<file path="src/rtl/wb_arbbus.sv">
// rtl/wb_arbbus.sv - Shared-bus Wishbone interconnect: round-robin masters, address-decoded slaves.
// Unmapped addresses and silent slaves both end in a one-cycle error on the owner lane.
module wb_arbbus #(
    parameter int                           N_MASTERS      = 2,
    parameter int                           N_SLAVES       = 6,
    parameter int                           S_ADDR_W       = 3,
    parameter logic [N_SLAVES*S_ADDR_W-1:0] S_ADDR         = {3'b110, 3'b101, 3'b100, 3'b011, 3'b010, 3'b000},
    parameter int                           TIMEOUT_CYCLES = 255
) (
    input  logic                     sys_clk,
    input  logic                     sys_rst,
    input  logic [32*N_MASTERS-1:0]  m_adr_i,
    input  logic [32*N_MASTERS-1:0]  m_dat_i,
    input  logic [4*N_MASTERS-1:0]   m_sel_i,
    input  logic [N_MASTERS-1:0]     m_we_i,
    input  logic [N_MASTERS-1:0]     m_cyc_i,
    input  logic [N_MASTERS-1:0]     m_stb_i,
    output logic [32*N_MASTERS-1:0]  m_dat_o,
    output logic [N_MASTERS-1:0]     m_ack_o,
    output logic [N_MASTERS-1:0]     m_err_o,
    output logic [32*N_SLAVES-1:0]   s_adr_o,
    output logic [32*N_SLAVES-1:0]   s_dat_o,
    output logic [4*N_SLAVES-1:0]    s_sel_o,
    output logic [N_SLAVES-1:0]      s_we_o,
    output logic [N_SLAVES-1:0]      s_cyc_o,
    output logic [N_SLAVES-1:0]      s_stb_o,
    input  logic [32*N_SLAVES-1:0]   s_dat_i,
    input  logic [N_SLAVES-1:0]      s_ack_i
);
    localparam int MW  = (N_MASTERS > 1) ? $clog2(N_MASTERS) : 1;
    localparam int SW  = (N_SLAVES > 1) ? $clog2(N_SLAVES) : 1;
    localparam int WDW = (TIMEOUT_CYCLES > 0) ? $clog2(TIMEOUT_CYCLES + 1) : 1;
    localparam logic [WDW-1:0] WD_LAST = WDW'((TIMEOUT_CYCLES > 0) ? TIMEOUT_CYCLES - 1 : 0);

    typedef enum logic {IDLE, BUSY} state_t;

    state_t         state_q, state_d;
    logic [MW-1:0]  owner_q, owner_d, last_q, last_d, rr_pick;
    logic [WDW-1:0] wdog_q, wdog_d;
    logic           unm_err_q, unm_err_d, err_hold_q;

    logic           busy, own_we, own_cyc, own_stb, active;
    logic [31:0]    own_adr, own_dat, rdata;
    logic [3:0]     own_sel;
    logic [SW-1:0]  sel_idx;
    logic           any_hit, mapped, ack_raw, expire, wd_err;

    assign busy = (state_q == BUSY);

    always_comb begin
        own_adr = '0;
        own_dat = '0;
        own_sel = '0;
        own_we  = 1'b0;
        own_cyc = 1'b0;
        own_stb = 1'b0;
        if (busy) begin
            own_adr = m_adr_i[owner_q*32 +: 32];
            own_dat = m_dat_i[owner_q*32 +: 32];
            own_sel = m_sel_i[owner_q*4 +: 4];
            own_we  = m_we_i[owner_q];
            own_cyc = m_cyc_i[owner_q];
            own_stb = m_stb_i[owner_q];
        end
    end

    // Scan downwards so the lowest matching slave index is the one left standing.
    always_comb begin
        sel_idx = '0;
        any_hit = 1'b0;
        for (int i = N_SLAVES - 1; i >= 0; i--) begin
            if (own_adr[31 -: S_ADDR_W] == S_ADDR[i*S_ADDR_W +: S_ADDR_W]) begin
                sel_idx = SW'(i);
                any_hit = 1'b1;
            end
        end
    end

    assign mapped  = busy & any_hit;
    assign ack_raw = mapped & s_ack_i[sel_idx];
    assign rdata   = mapped ? s_dat_i[sel_idx*32 +: 32] : 32'h0;
    assign active  = busy & own_cyc & own_stb;
    // Expiry does not look at ack, so forcing the strobe low cannot loop through a combinational slave.
    assign expire  = (TIMEOUT_CYCLES > 0) && active && (wdog_q == WD_LAST);
    assign wd_err  = expire & ~ack_raw;

    always_comb begin
        rr_pick = last_q;
        for (int k = N_MASTERS; k >= 1; k--) begin
            if (m_cyc_i[(int'(last_q) + k) % N_MASTERS]) begin
                rr_pick = MW'((int'(last_q) + k) % N_MASTERS);
            end
        end
    end

    always_comb begin
        m_ack_o = '0;
        m_err_o = '0;
        s_cyc_o = '0;
        s_stb_o = '0;
        if (busy) begin
            m_ack_o[owner_q] = ack_raw;
            m_err_o[owner_q] = wd_err | unm_err_q;
            if (mapped && !expire) begin
                s_cyc_o[sel_idx] = own_cyc;
                s_stb_o[sel_idx] = own_stb;
            end
        end
    end

    assign m_dat_o = {N_MASTERS{rdata}};
    assign s_adr_o = {N_SLAVES{own_adr}};
    assign s_dat_o = {N_SLAVES{own_dat}};
    assign s_sel_o = {N_SLAVES{own_sel}};
    assign s_we_o  = {N_SLAVES{own_we}};

    always_comb begin
        state_d   = state_q;
        owner_d   = owner_q;
        last_d    = last_q;
        wdog_d    = '0;
        unm_err_d = 1'b0;
        case (state_q)
            IDLE: begin
                if (|m_cyc_i) begin
                    state_d = BUSY;
                    owner_d = rr_pick;
                end
            end
            BUSY: begin
                if (!own_cyc) begin
                    state_d = IDLE;
                    last_d  = owner_q;
                    owner_d = '0;
                end
                unm_err_d = active & ~any_hit & ~unm_err_q & ~err_hold_q;
                if ((TIMEOUT_CYCLES > 0) && active && !ack_raw && !expire) begin
                    wdog_d = wdog_q + 1'b1;
                end
            end
            default: state_d = IDLE;
        endcase
    end

    always_ff @(posedge sys_clk or posedge sys_rst) begin
        if (sys_rst) begin
            state_q    <= IDLE;
            owner_q    <= '0;
            last_q     <= MW'(N_MASTERS - 1);
            wdog_q     <= '0;
            unm_err_q  <= 1'b0;
            err_hold_q <= 1'b0;
        end else begin
            state_q    <= state_d;
            owner_q    <= owner_d;
            last_q     <= last_d;
            wdog_q     <= wdog_d;
            unm_err_q  <= unm_err_d;
            err_hold_q <= unm_err_q;
        end
    end
endmodule

</file>
<file path="config.mk">
export PLATFORM = sky130hd
export DESIGN_NAME = wb_arbbus
export DESIGN_NICKNAME = d
export VERILOG_FILES = /design/src/rtl/wb_arbbus.sv
export SDC_FILE = /design/constraint.sdc
export NUM_CORES = 1
export LEC_CHECK = 0
export BUFFER_PORTS_ARGS = -buffer_cell sky130_fd_sc_hd__buf_2
export CAP_MARGIN = 20
export CORE_AREA = 4 4 319 321
export DETAILED_ROUTE_END_ITERATION = 8
export DIE_AREA = 0 0 323 325
export GPL_TIMING_DRIVEN = 0
export PLACE_DENSITY = 0.31
export SLEW_MARGIN = 0
export SYNTH_ARGS = -nofsm -noshare
export SYNTH_HDL_FRONTEND = slang
export SYNTH_SLANG_ARGS = --single-unit
</file>
<file path="constraint.sdc">
create_clock -name sys_clk -period 3.15 [get_ports sys_clk]
set_clock_uncertainty 0.1 [all_clocks]
set_input_delay 0.315 -clock sys_clk [delete_from_list [all_inputs] [get_ports sys_clk]]
set_output_delay 0.315 -clock sys_clk [all_outputs]
set_load 0.1 [all_outputs]
</file>
==> results.json <==
{
  "cellLeakagePower_uw": 0.00805,
  "stdcell_area_sq_um": 16500,
  "fin_ws_ps": -108,
  "fin_util_pct": 16.6,
  "gr-usage-met1_pct": 11.2,
  "slew_viol_final": 0,
  "globalRouteMet2Util_pct": 19.2,
  "finalSetupViolCount": 25,
  "synth_async_sr_flop_share_pct": 100,
  "vdd_ir_drop_max_mv": 0.552,
  "status": "finished, violations left",
  "regArea_sq_um": 328,
  "critPathKind": "flip-flop to primary output",
  "die_h_microns": 325,
  "drive_gt1_share_pct": 89.0,
  "ioPinCount": 836,
  "area_growth_pct": 167,
  "fin_nets": 2083,
  "clockRootBuffer": "clkbuf_16",
  "port_buffers": 835,
  "hp-class": "input pin to asynchronous set/reset pin",
  "start_util_pct": 6.23,
  "pre_cts_ws_ps": -1530,
  "fin_crit_sh_pct": 103,
  "grt_util_met3_pct": 1.63,
  "timing.fmax_mhz": 307,
  "path_cells": "buf_6 -> buf_8 -> buf_6 -> and4b_1 -> a31oi_4 -> buf_12 -> buf_12 -> clkbuf_16 -> o22ai_4 -> a2111oi_4 -> buf_6 -> buf_12",
  "rows": 116,
  "ys_types": 51,
  "ys_seq_area_share_pct": 5.28,
  "power_density_nw_per_um2": 1170,
  "grt_use_total_pct": 9.77,
  "holdBufCountCts": 0,
  "hpwlAfterDp_mm": 49.1,
  "synth_nets": 1188,
  "cp-start-kind": "flip-flop",
  "coreArea_sq_um": 99300,
  "worst_slew_pin_slew_ps": 619,
  "wl_mm": 57.0,
  "seqPwrFrac_pct": 1.1,
  "failed_checks": "setup timing",
  "top_usage_layer": "met2",
  "grt_overflow": 0,
  "dpl_cell_area_sq_um": 13100,
  "grt_max_degree": 16,
  "clk_latency_ps": 240,
  "routedWlPerCell_microns": 18.7,
  "synth_edf_count": 0,
  "intPower_uw": 5260,
  "cp_max_fo": 5,
  "synthFlopType": "dfrtp_1",
  "drc": 0,
  "max_slew_margin_pct": 58.7,
  "die_area_sq_um": 105000,
  "p_clk_share_pct": 1.3,
  "place_congestion": 0.730,
  "cp-end-kind": "primary output",
  "cts_buffers": 3,
  "cts_tree": "yes",
  "critPathSlowestCell": "dfrtp_2",
  "clock_path_buffers": 2,
  "yosysWarnings": 0,
  "clkSinkCount": 13,
  "crit_required_ps": 2730,
  "switching_share_pct": 72.7,
  "grt_pass1_vias": 9241,
  "pwr-share-comb_pct": 97.7,
  "finalPower_uw": 19300,
  "viasPerCell": 2.97,
  "antenna_found_initial": 12,
  "critical_path.top_delay_family": "buffers and inverters",
  "dr_total_vias": 9022,
  "fill_cells": 11352,
  "ys_ff_latch": 13,
  "avgSynthCellArea_sq_um": 7.33,
  "ant_nets": 0,
  "min_period_ps": 3260,
  "final_common_cell": "buf_4",
  "worst-path-buf-inv": 8,
  "rsz0062_at_grt": "yes",
  "die_width_microns": 323,
  "max_stage_delay_ps": 420,
  "netlist_instances": 844,
  "firstDrtPassIters": 4,
  "hold_viol_final": 0,
  "multi_input_area_sq_um": 4370,
  "final_cell_mix": "buf_4 (552), buf_2 (492), clkbuf_4 (104)",
  "arrival_ps": 2840,
  "drtIter0Drc": 264,
  "grt_pass1_wl_mm": 73.2,
  "htree_levels": 1,
  "syn_area_sq_um": 6190,
  "p_switching_uw": 14000,
  "clk_pin_slew_worst_paths_ps": 50,
  "cap_violations": 0
}
per-layer routing:
metal	vias up	wire length (microns)	share of wire (%)
met1	4169	21600	38
met2	455	30600	54
met5	-	41	0.072
met4	6	649	1.1
li1	4361	-	-
met3	31	4050	7.1
state kept, by name, indices dropped and copies added, names as in the netlist:
signal and cells:
err_hold_q 1, owner_q 1, unm_err_q 1, wdog_q 8
last_q 1, busy 1
layout make-up:
cell class                      count  area share, %
Timing Repair Buffer              894           39.3
Multi-Input combinational cell    394           26.5
Buffer                            427           21.6
Tap cell                         1298           9.85
Sequential cell                    13           1.99
Clock buffer                        4          0.478
Inverter                            6          0.235
Antenna cell                        5         0.0759
worst register-to-register path: stages (launching register included):
cell	delay (ps)
dfrtp_2	420
buf_6	140
buf_12	120
mux2_4	350
nand2_8	110
inv_12	70
a22o_4	300
clkbuf_16	180
o2111a_2	330
buf_12	160
buf_4	160
nor3_2	180
worst paths after layout:
check / startpoint / endpoint / slack (ps) / cells after the start
max in group asynchronous: sys_rst / owner_q$_DFFE_PP0P_ / 2540 / 2
worst max register to register: owner_q$_DFFE_PP0P_ / wdog_q[3]$_DFF_PP0_ / 460 / 11
worst max-delay path: owner_q$_DFFE_PP0P_ / m_dat_o[39] / -110 / 12
worst min-delay path: sys_rst / wdog_q[3]$_DFF_PP0_ / 20 / 2
min in group sys_clk: m_cyc_i[0] / last_q$_DFFE_PP1P_ / 290 / 3
worst min register to register: err_hold_q$_DFF_PP0_ / unm_err_q$_DFF_PP0_ / 300 / 1
through the flow:
step           cells  hold WS, ps  TNS, ps
2_1_floorplan    844         91.2   -62460
3_3_place_gp    2977          290  -396470
3_5_place_dp    2978          298  -126260
4_1_cts         3009         44.5    -2360
5_1_grt         3036         78.4    -5650
6_report        3041         18.4    -1120
power groups by stage:
stage               registers [uW]  clock network [uW]  logic (uW)
finish                         207                 241       18800
global route                   209                 258       19400
CTS                            207                 248       18200
detailed placement             207                   0       16800
global placement               205                   0       16800
floorplan                      202                   0       14200
cells in the mapped netlist (all sizes together), types with 4 or more instances:
cell / number / area, sq um
nand2: 10 / 45.0
a21oi: 4 / 31.3
clkbuf: 30 / 113
nor2: 108 / 405
nor3: 15 / 131
a2111oi: 31 / 272
inv: 6 / 22.5
buf: 401 / 2970
o2bb2ai: 32 / 280
o22ai: 62 / 388
nand3b: 5 / 37.5
dfrtp: 12 / 300
mux2i: 72 / 721
nand3: 6 / 30.0
mux2: 4 / 48.8
o21ai: 5 / 25.0
what timing repair did:
item                       CTS  global route
cloned                       3             7
setup endpoints to repair  490           351
resized for setup          496           274
buffers inserted            25            23
pin swaps                   35            28
kinds of logic (layout without fill, tap and decap cells):
kind of cell	after synthesis	after routing	share of synthesized area (%)
other cells	0	5	0
xor+xnor	6	6	0.850
compound gates	142	142	17.4
fa+ha+maj	2	2	0.404
mux	76	76	12.4
flops	13	13	5.28
simple gates	168	168	13.5
buf+inv	437	1331	50.1
Power figures use the tool's default switching activity.
